`src/rtl/quad_pkg.sv`:
```
// Shared constants and helpers for the quad motor mixer: speed limits, state
// encodings, X-quad sign table and the widened signed sum type.
package quad_pkg;

    localparam int QUAD_MIN_SPEED = 256;
    localparam int QUAD_MAX_SPEED = 65535;

    localparam int ST_IDLE  = 0;
    localparam int ST_MIX   = 1;
    localparam int ST_CLAMP = 2;
    localparam int ST_ISSUE = 3;

    // 16-bit throttle plus three 16-bit signed terms needs 19 signed bits.
    typedef logic signed [18:0] sum19_t;

    // Per motor, bit 2/1/0 set means roll/pitch/yaw is subtracted.
    localparam logic [3:0][2:0] MIX_NEG = {3'b010, 3'b111, 3'b100, 3'b001};

    function automatic sum19_t mix_sum(input logic [15:0] t, input logic [15:0] r,
                                       input logic [15:0] p, input logic [15:0] y,
                                       input logic [2:0] neg);
        sum19_t acc;
        sum19_t rr;
        sum19_t pp;
        sum19_t yy;
        acc = sum19_t'({3'b000, t});
        rr  = {{3{r[15]}}, r};
        pp  = {{3{p[15]}}, p};
        yy  = {{3{y[15]}}, y};
        acc = neg[2] ? acc - rr : acc + rr;
        acc = neg[1] ? acc - pp : acc + pp;
        acc = neg[0] ? acc - yy : acc + yy;
        return acc;
    endfunction

endpackage

```
`src/rtl/motor_mix_dispatch_if.sv`:
```
// Command and PWM-channel bundle between the attitude controller side (master)
// and the mixer/dispatcher (slave).
interface motor_mix_dispatch_if;
    logic [15:0]        throttle;
    logic signed [15:0] roll;
    logic signed [15:0] pitch;
    logic signed [15:0] yaw;
    logic               arm;
    logic               cmd_valid;
    logic               cmd_ready;
    logic [3:0]         pwm_busy;
    logic [63:0]        speed_out;
    logic [3:0]         speed_oe;
    logic               err;

    modport master (
        output throttle, roll, pitch, yaw, arm, cmd_valid, pwm_busy,
        input  cmd_ready, speed_out, speed_oe, err
    );

    modport slave (
        input  throttle, roll, pitch, yaw, arm, cmd_valid, pwm_busy,
        output cmd_ready, speed_out, speed_oe, err
    );
endinterface

```
`src/rtl/motor_mix_dispatch_speed_clamp.sv`:
```
// Saturates a 19-bit signed motor sum into the legal 16-bit PWM speed range.
module speed_clamp
    import quad_pkg::*;
#(
    parameter int MIN_SPEED = QUAD_MIN_SPEED,
    parameter int MAX_SPEED = QUAD_MAX_SPEED
) (
    input  sum19_t      i_sum,
    output logic [15:0] o_speed
);
    localparam sum19_t LO = sum19_t'(MIN_SPEED);
    localparam sum19_t HI = sum19_t'(MAX_SPEED);

    always_comb begin
        if (i_sum < LO)
            o_speed = 16'(MIN_SPEED);
        else if (i_sum > HI)
            o_speed = 16'(MAX_SPEED);
        else
            o_speed = i_sum[15:0];
    end
endmodule

```
`src/rtl/motor_mix_dispatch.sv`:
```
// Mixes one throttle/roll/pitch/yaw command into four clamped X-quad speeds and
// strobes each speed into its PWM channel once that channel is not busy.
module motor_mix_dispatch
    import quad_pkg::*;
#(
    parameter int MIN_SPEED     = QUAD_MIN_SPEED,
    parameter int MAX_SPEED     = QUAD_MAX_SPEED,
    parameter int ISSUE_TIMEOUT = 1024,
    parameter int STATE_WIDTH   = 3
) (
    input logic                 clk,
    input logic                 rst,
    motor_mix_dispatch_if.slave bus
);
    localparam int TO_W = $clog2(ISSUE_TIMEOUT) + 1;
    localparam logic [TO_W-1:0] TO_LAST = TO_W'(ISSUE_TIMEOUT - 1);

    typedef enum logic [STATE_WIDTH-1:0] {
        S_IDLE  = STATE_WIDTH'(ST_IDLE),
        S_MIX   = STATE_WIDTH'(ST_MIX),
        S_CLAMP = STATE_WIDTH'(ST_CLAMP),
        S_ISSUE = STATE_WIDTH'(ST_ISSUE)
    } state_t;

    state_t           r_state;
    state_t           w_next_state;
    logic [15:0]      r_throttle;
    logic [15:0]      r_roll;
    logic [15:0]      r_pitch;
    logic [15:0]      r_yaw;
    logic             r_arm;
    sum19_t           r_sum [4];
    logic [3:0][15:0] w_clamped;
    logic [3:0][15:0] r_speed;
    logic [3:0]       r_pending;
    logic [3:0]       w_pending_left;
    logic [3:0]       w_oe;
    logic             w_timeout_hit;
    logic [TO_W-1:0]  r_timeout;
    logic             r_err;

    for (genvar g = 0; g < 4; g++) begin : g_lane
        speed_clamp #(.MIN_SPEED(MIN_SPEED), .MAX_SPEED(MAX_SPEED)) u_clamp (
            .i_sum  (r_sum[g]),
            .o_speed(w_clamped[g])
        );
    end

    // NOTE: sequential state uses non-blocking assignments so every flop samples pre-edge values.
    always_ff @(posedge clk or posedge rst) begin
        if (rst) r_state <= S_IDLE;
        else     r_state <= w_next_state;
    end

    // NOTE: every output gets a default first so no path through the case infers a latch.
    always_comb begin
        w_next_state   = r_state;
        w_oe           = '0;
        w_pending_left = r_pending;
        w_timeout_hit  = 1'b0;
        case (r_state)
            S_IDLE:  if (bus.cmd_valid) w_next_state = S_MIX;
            S_MIX:   w_next_state = S_CLAMP;
            S_CLAMP: w_next_state = S_ISSUE;
            S_ISSUE: begin
                w_oe           = r_pending & ~bus.pwm_busy;
                w_pending_left = r_pending & bus.pwm_busy;
                if (w_pending_left == '0) begin
                    w_next_state = S_IDLE;
                end else if (r_timeout == TO_LAST) begin
                    w_timeout_hit = 1'b1;
                    w_next_state  = S_IDLE;
                end
            end
            default: w_next_state = S_IDLE;
        endcase
    end

    always_ff @(posedge clk or posedge rst) begin
        if (rst) begin
            r_throttle <= '0;
            r_roll     <= '0;
            r_pitch    <= '0;
            r_yaw      <= '0;
            r_arm      <= 1'b0;
            for (int i = 0; i < 4; i++) r_sum[i] <= '0;
            r_speed    <= {4{16'(MIN_SPEED)}};
            r_pending  <= '0;
            r_timeout  <= '0;
            r_err      <= 1'b0;
        end else begin
            case (r_state)
                S_IDLE: if (bus.cmd_valid) begin
                    r_throttle <= bus.throttle;
                    r_roll     <= bus.roll;
                    r_pitch    <= bus.pitch;
                    r_yaw      <= bus.yaw;
                    r_arm      <= bus.arm;
                end
                S_MIX: for (int i = 0; i < 4; i++)
                    r_sum[i] <= mix_sum(r_throttle, r_roll, r_pitch, r_yaw, MIX_NEG[i]);
                S_CLAMP: begin
                    r_speed   <= r_arm ? w_clamped : {4{16'(MIN_SPEED)}};
                    r_pending <= 4'b1111;
                    r_timeout <= '0;
                end
                S_ISSUE: begin
                    // Lanes still busy at the deadline are abandoned without a strobe.
                    r_pending <= w_timeout_hit ? 4'b0000 : w_pending_left;
                    r_timeout <= r_timeout + TO_W'(1);
                    if (w_timeout_hit) r_err <= 1'b1;
                end
                default: ;
            endcase
        end
    end

    assign bus.cmd_ready = (r_state == S_IDLE);
    assign bus.speed_out = r_speed;
    assign bus.speed_oe  = w_oe;
    assign bus.err       = r_err;
endmodule

```
`src/flat_wrapper.sv`:
```
// flat-port wrapper written by rule: the top's interface ports become plain ports
module motor_mix_dispatch_flat import quad_pkg::*;
#(
    parameter int MIN_SPEED     = QUAD_MIN_SPEED,
    parameter int MAX_SPEED     = QUAD_MAX_SPEED,
    parameter int ISSUE_TIMEOUT = 1024,
    parameter int STATE_WIDTH   = 3
)
  (clk, rst, bus_throttle, bus_roll, bus_pitch, bus_yaw, bus_arm, bus_cmd_valid, bus_pwm_busy, bus_cmd_ready, bus_speed_out, bus_speed_oe, bus_err);
  motor_mix_dispatch_if bus_i ();
  input logic clk;
  input logic rst;
  input wire logic [$bits(bus_i.throttle)-1:0] bus_throttle;
  input wire logic [$bits(bus_i.roll)-1:0] bus_roll;
  input wire logic [$bits(bus_i.pitch)-1:0] bus_pitch;
  input wire logic [$bits(bus_i.yaw)-1:0] bus_yaw;
  input wire logic [$bits(bus_i.arm)-1:0] bus_arm;
  input wire logic [$bits(bus_i.cmd_valid)-1:0] bus_cmd_valid;
  input wire logic [$bits(bus_i.pwm_busy)-1:0] bus_pwm_busy;
  output wire logic [$bits(bus_i.cmd_ready)-1:0] bus_cmd_ready;
  output wire logic [$bits(bus_i.speed_out)-1:0] bus_speed_out;
  output wire logic [$bits(bus_i.speed_oe)-1:0] bus_speed_oe;
  output wire logic [$bits(bus_i.err)-1:0] bus_err;
  assign bus_i.throttle = bus_throttle;
  assign bus_i.roll = bus_roll;
  assign bus_i.pitch = bus_pitch;
  assign bus_i.yaw = bus_yaw;
  assign bus_i.arm = bus_arm;
  assign bus_i.cmd_valid = bus_cmd_valid;
  assign bus_i.pwm_busy = bus_pwm_busy;
  assign bus_cmd_ready = bus_i.cmd_ready;
  assign bus_speed_out = bus_i.speed_out;
  assign bus_speed_oe = bus_i.speed_oe;
  assign bus_err = bus_i.err;
  motor_mix_dispatch #(.MIN_SPEED(MIN_SPEED), .MAX_SPEED(MAX_SPEED), .ISSUE_TIMEOUT(ISSUE_TIMEOUT), .STATE_WIDTH(STATE_WIDTH)) u_core (.clk(clk), .rst(rst), .bus(bus_i));
endmodule
```
`config.mk`:
```
export PLATFORM = sky130hd
export DESIGN_NAME = motor_mix_dispatch_flat
export DESIGN_NICKNAME = d
export VERILOG_FILES = /design/src/rtl/quad_pkg.sv /design/src/rtl/motor_mix_dispatch_if.sv /design/src/rtl/motor_mix_dispatch_speed_clamp.sv /design/src/rtl/motor_mix_dispatch.sv /design/src/flat_wrapper.sv
export SDC_FILE = /design/constraint.sdc
export NUM_CORES = 1
export LEC_CHECK = 0
export CAP_MARGIN = 20
export CELL_PAD_IN_SITES_DETAIL_PLACEMENT = 0
export CELL_PAD_IN_SITES_GLOBAL_PLACEMENT = 1
export CORE_UTILIZATION = 45
export DETAILED_ROUTE_END_ITERATION = 16
export DONT_BUFFER_PORTS = 1
export GPL_TIMING_DRIVEN = 1
export PLACE_DENSITY_LB_ADDON = 0.1
export SYNTH_ARGS = -nofsm -noshare
export SYNTH_HDL_FRONTEND = slang
export SYNTH_HIERARCHICAL = 1
export SYNTH_SLANG_ARGS = --single-unit
```
`constraint.sdc`:
```
create_clock -name clk -period 11.5 [get_ports clk]
set_clock_uncertainty 0.15 [all_clocks]
set_input_delay 3.45 -clock clk [delete_from_list [all_inputs] [get_ports clk]]
set_output_delay 3.45 -clock clk [all_outputs]
set_load 0.02 [all_outputs]
```
After elaboration in Yosys (flattened, before gate mapping)
Cells that the tools add are included.

Register bits after elaboration: 224. Output and inout bits: 70. Input port bits: 72.

Add/subtract/negate cells: 11. Mux-type cells: 20. Bitwise operators: 3. Reductions and logical operators: 6. Order comparisons: 8. Equality and inequality tests: 6.

Operator list (count): $mux W16 (8); $gt A19 B17 Y1 const B (4); $lt A19 B10 Y1 const B (4); $mux W64 (1); $add A18 B16 Y19 (2); $add A19 B16 Y19 (2); $sub A18 B16 Y19 (2); $sub A19 B16 Y19 (2); $pmux W11 S2 (1); $add A17 B16 Y18 (1); $sub A17 B16 Y18 (1); $pmux W3 S4 (1); $add A11 B1 Y11 const B (1); $eq A11 B10 Y1 const B (1); $mux W3 (3); $and A4 B4 Y4 (2); $mux W4 (2); $pmux W4 S2 (1); $eq A3 B2 Y1 const B (2); $reduce_and A2 Y1 (3); $logic_not A4 Y1 (1); $not A4 Y4 (1); $eq A3 B1 Y1 const B (1); $logic_not A3 Y1 (1); other kinds (4) (6).

Longest topological paths before layout
Depth in word-level cells: 6. Mapped depth: 20.

Modules after synthesis
Netlist, hierarchy kept.

Modules (own cells, without submodules): motor_mix_dispatch (cells an instance 1525, area an instance 15165.8 µm², times used 1); speed_clamp (cells an instance 39, area an instance 198.9 µm², times used 4).

Worst setup path before layout
OpenSTA, ideal clock, no wires.

Kind: input -> output. Start: input port bus_pwm_busy[0]. End: output port bus_speed_oe[0]. Slack: 3.932 ns. Buffers on the path: 0. Arrival time: 3.968 ns. Required time: 7.900 ns. Cell stages on the path: 1. Cell sequence: nor3b_1.

Longest elaborated chain between the ends: 3.

Ends and longest elaborated chain: from (decl) (line flat_wrapper.sv:19) `input wire logic [$bits(bus_i.pwm_busy)-1:0] bus_pwm_busy;`; $not A4 Y4 (line motor_mix_dispatch.sv:66) `w_oe = r_pending & ~bus.pwm_busy;`; $and A4 B4 Y4 (line motor_mix_dispatch.sv:66); $mux W4 (line motor_mix_dispatch.sv:61) `case (r_state)`; to (decl) (line flat_wrapper.sv:22) `output wire logic [$bits(bus_i.speed_oe)-1:0] bus_speed_oe;`.

Every way passes these cells.

Worst setup path after layout
Same ends and word-level chain as after synthesis.

==> metrics.yaml <==
run_status:
  status: "finished clean"
yosys:
  synth.avg_cell_area_um2: 9.50
  ys_types: 69
  synth-seq-cells: 223
  synth-edff-count: 0
  synth_top_family_by_area: "adder cells"
  synthesis.nets: 1941
  syn_inst: 1681
  synth_xor_area_share_pct: 3.57
  yosys.area_share.adder_pct: 18.3
  ys_seq_area_share_pct: 35.0
  synth_compound_area_share_pct: 17.2
  synthSimpleGateAreaFrac_pct: 13.4
  syn_area_mm2: 0.0160
  synth-async-reset-ratio_pct: 100
  synth_ff_type: "dfrtp_1"
  synth_mux_area_share_pct: 7.24
  ys_warn_count: 6
min_path:
  hold_class: "reg2reg"
clocking:
  clkTransAtPathRegs_ps: 50
  post-cts-setup-buffers: 0
  cts-root-buf: "clkbuf_16"
  cts_resized: 0
  hold_buffers: 0
  clockBufferDepth: 3
  cts_tree: "built"
  clk_latency_ps: 570
  clkSinkCount: 223
  htree_num_levels: 1
  numCtsBuffers: 28
floorplan:
  num_rows: 68
  ios: 142
  start_util_pct: 46.0
  fp.coreArea_mm2: 0.0347
  fp.dieW_um: 190
  die-area_mm2: 0.0362
  dieHeight_um: 190
global_route:
  grt_pass1_wl_um: 64800
  grt_usage_pct: 22.7
  gr-total-overflow: 0
  grt_pass1_vias: 11600
  antenna_found_initial: 0
  grt_max_degree: 112
critical_path:
  crit_required_ps: 7900
  crit_chain: "nor3b_1"
  cp-start-kind: "input pin"
  crit_buf_inv: 0
  path_class: "in2out"
  crit_path_max_incr_delay_ps: 550
  endpoint_kind: "primary output"
  cp_data_arrival_time_ps: 4000
  cp_top_family: "simple AND/OR/NAND/NOR gates"
  critPathSlowestCell: "nor3b_1"
  path_max_fanout: 3
timing:
  rsz0062_at_grt: "no"
  hold_viol_final: 0
  fin_crit_ps: 7600
  final.setup.tns_ps: 0
  clock.fmax_ghz: 0.132
  slew_violations: 0
  setup_viol: 0
  fin_crit_sh_pct: 66.1
  tightest_slew_ps: 890
  max_slew_margin_pct: 40.7
cells_and_area:
  final_common_cell: "dfrtp_1"
  most-common-layout-cells: "dfrtp_1 (219), inv_1 (163), nor2_1 (145)"
  n_antenna_cell: 0
  final_nets: 1922
  drive_gt1_share_pct: 10.8
  nFillCells: 3310
  areaGrowthSynthToFinish_pct: 8.66
  multiInputGateArea_mm2: 0.00954
  seqCellArea_mm2: 0.00559
detailed_routing:
  drt_pass1_iterations: 4
  avgRoutedWirePerCell_um: 18.8
  vias: 11800
  remaining_drc_errors: 0
  postRouteAntennaNets: 0
  via_per_inst: 5.50
  dr.first_iter.drc_count: 602
  totalWireLength_um: 40200
placed_design:
  hpwl_um: 31200
  numPortBuffers: 0
  place.gp.congestion: 0.835
flow_run:
  cap_violations: 0
==> final cells by class <==
| cell class | count | area share, % |
|---|---|---|
| Clock buffer | 37 | 4.41 |
| Inverter | 168 | 3.68 |
| Multi-Input combinational cell | 1234 | 55.0 |
| Timing Repair Buffer | 7 | 0.375 |
| Tap cell | 455 | 3.28 |
| Sequential cell | 223 | 32.2 |
| Clock inverter | 14 | 1.05 |
==> cell usage after synthesis (all sizes together), types with 5 or more instances <==
master  number  share of area [%]
dfrtp      219                 34
inv        165                3.9
o21ai      154                4.8
nor2       149                3.6
nand2      117                2.8
ha         113                8.9
mux2        99                7.0
a21oi       86                2.7
fa          75                9.4
nand2b      53                2.1
xnor2       50                2.7
clkbuf      46                1.1
a21o        35                1.6
nor3        25               0.78
a211oi      20               0.97
o21a        19               0.89
nand3       18               0.56
xor2        15               0.82
or4         14               0.66
nand4       13               0.51
o211ai      13               0.61
nor2b       12               0.47
o21bai      12               0.56
o31ai       12               0.56
buf         10               0.29
and2         8               0.31
or3          8               0.31
a31oi        7               0.27
and3         7               0.27
o311ai       7               0.38
nor3b        6               0.28
or2          6               0.24
a2111o       5               0.35
a21boi       5               0.24
nor4         5               0.20
o22ai        5               0.20
==> path summary, 6_finish.rpt <==
kind	cells past startpoint	from	slack, ps	to
max	1	bus_pwm_busy[0]	3900	bus_speed_oe[0]
max reg2reg	15	u_core/r_roll[0]	6150	u_core/r_sum[18]
min in group asynchronous	1	rst	2700	u_core/bus.speed_out[32]
max in group asynchronous	3	rst	6490	u_core/r_roll[14]
min	1	u_core/r_sum[61]	330	u_core/r_sum[61]
min reg2reg	1	u_core/r_sum[61]	330	u_core/r_sum[61]
==> registers in the layout, indices dropped and copies added, names as in the netlist, 2 cells and up <==
name and cells:
u_core/r_pitch 16, u_core/r_yaw 16, u_core/r_timeout 11, u_core/r_sum 76
u_core/r_roll 16, u_core/r_pending 4, u_core/r_state 2, u_core/r_throttle 16
u_core/bus.speed_out 64
==> logic make-up (layout without fill, tap and decap cells) <==
kind of cell	count (synthesis)	in the layout
simple gates	449	449
xor+xnor	65	65
compound gates	429	429
mux	103	103
flops	223	223
fa+ha+maj	188	188
buf+inv	224	226
==> per-layer routing <==
layer / vias up / global-route usage [%] / part of all wire, % / routed length [um]
met5: - / 0 / 0 / 0
met4: 0 / 3.97 / 1.5 / 614
met3: 40 / 3.46 / 4.7 / 1890
met2: 246 / 33.8 / 42 / 16900
met1: 5699 / 34.8 / 52 / 20800
li1: 5765 / - / - / -
==> stage by stage <==
stage / cells / area, um2 / worst slack, ps / util [%] / hold slack [ps]
6_report: 2138 / 17300 / 3900 / 50.0 / 328
5_1_grt: 2138 / 17300 / 3860 / 50.0 / 343
4_1_cts: 2137 / 17300 / 3900 / 49.9 / 334
3_5_place_dp: 2086 / 16400 / 3900 / 47.2 / 322
3_3_place_gp: 2086 / 16400 / 3900 / 47.2 / 316
2_1_floorplan: 1681 / 16000 / 1800 / - / 303
Power is left out: the tool's default activity adds up to more than one toggle a clock period on the data nets, which glitch-free logic cannot reach.
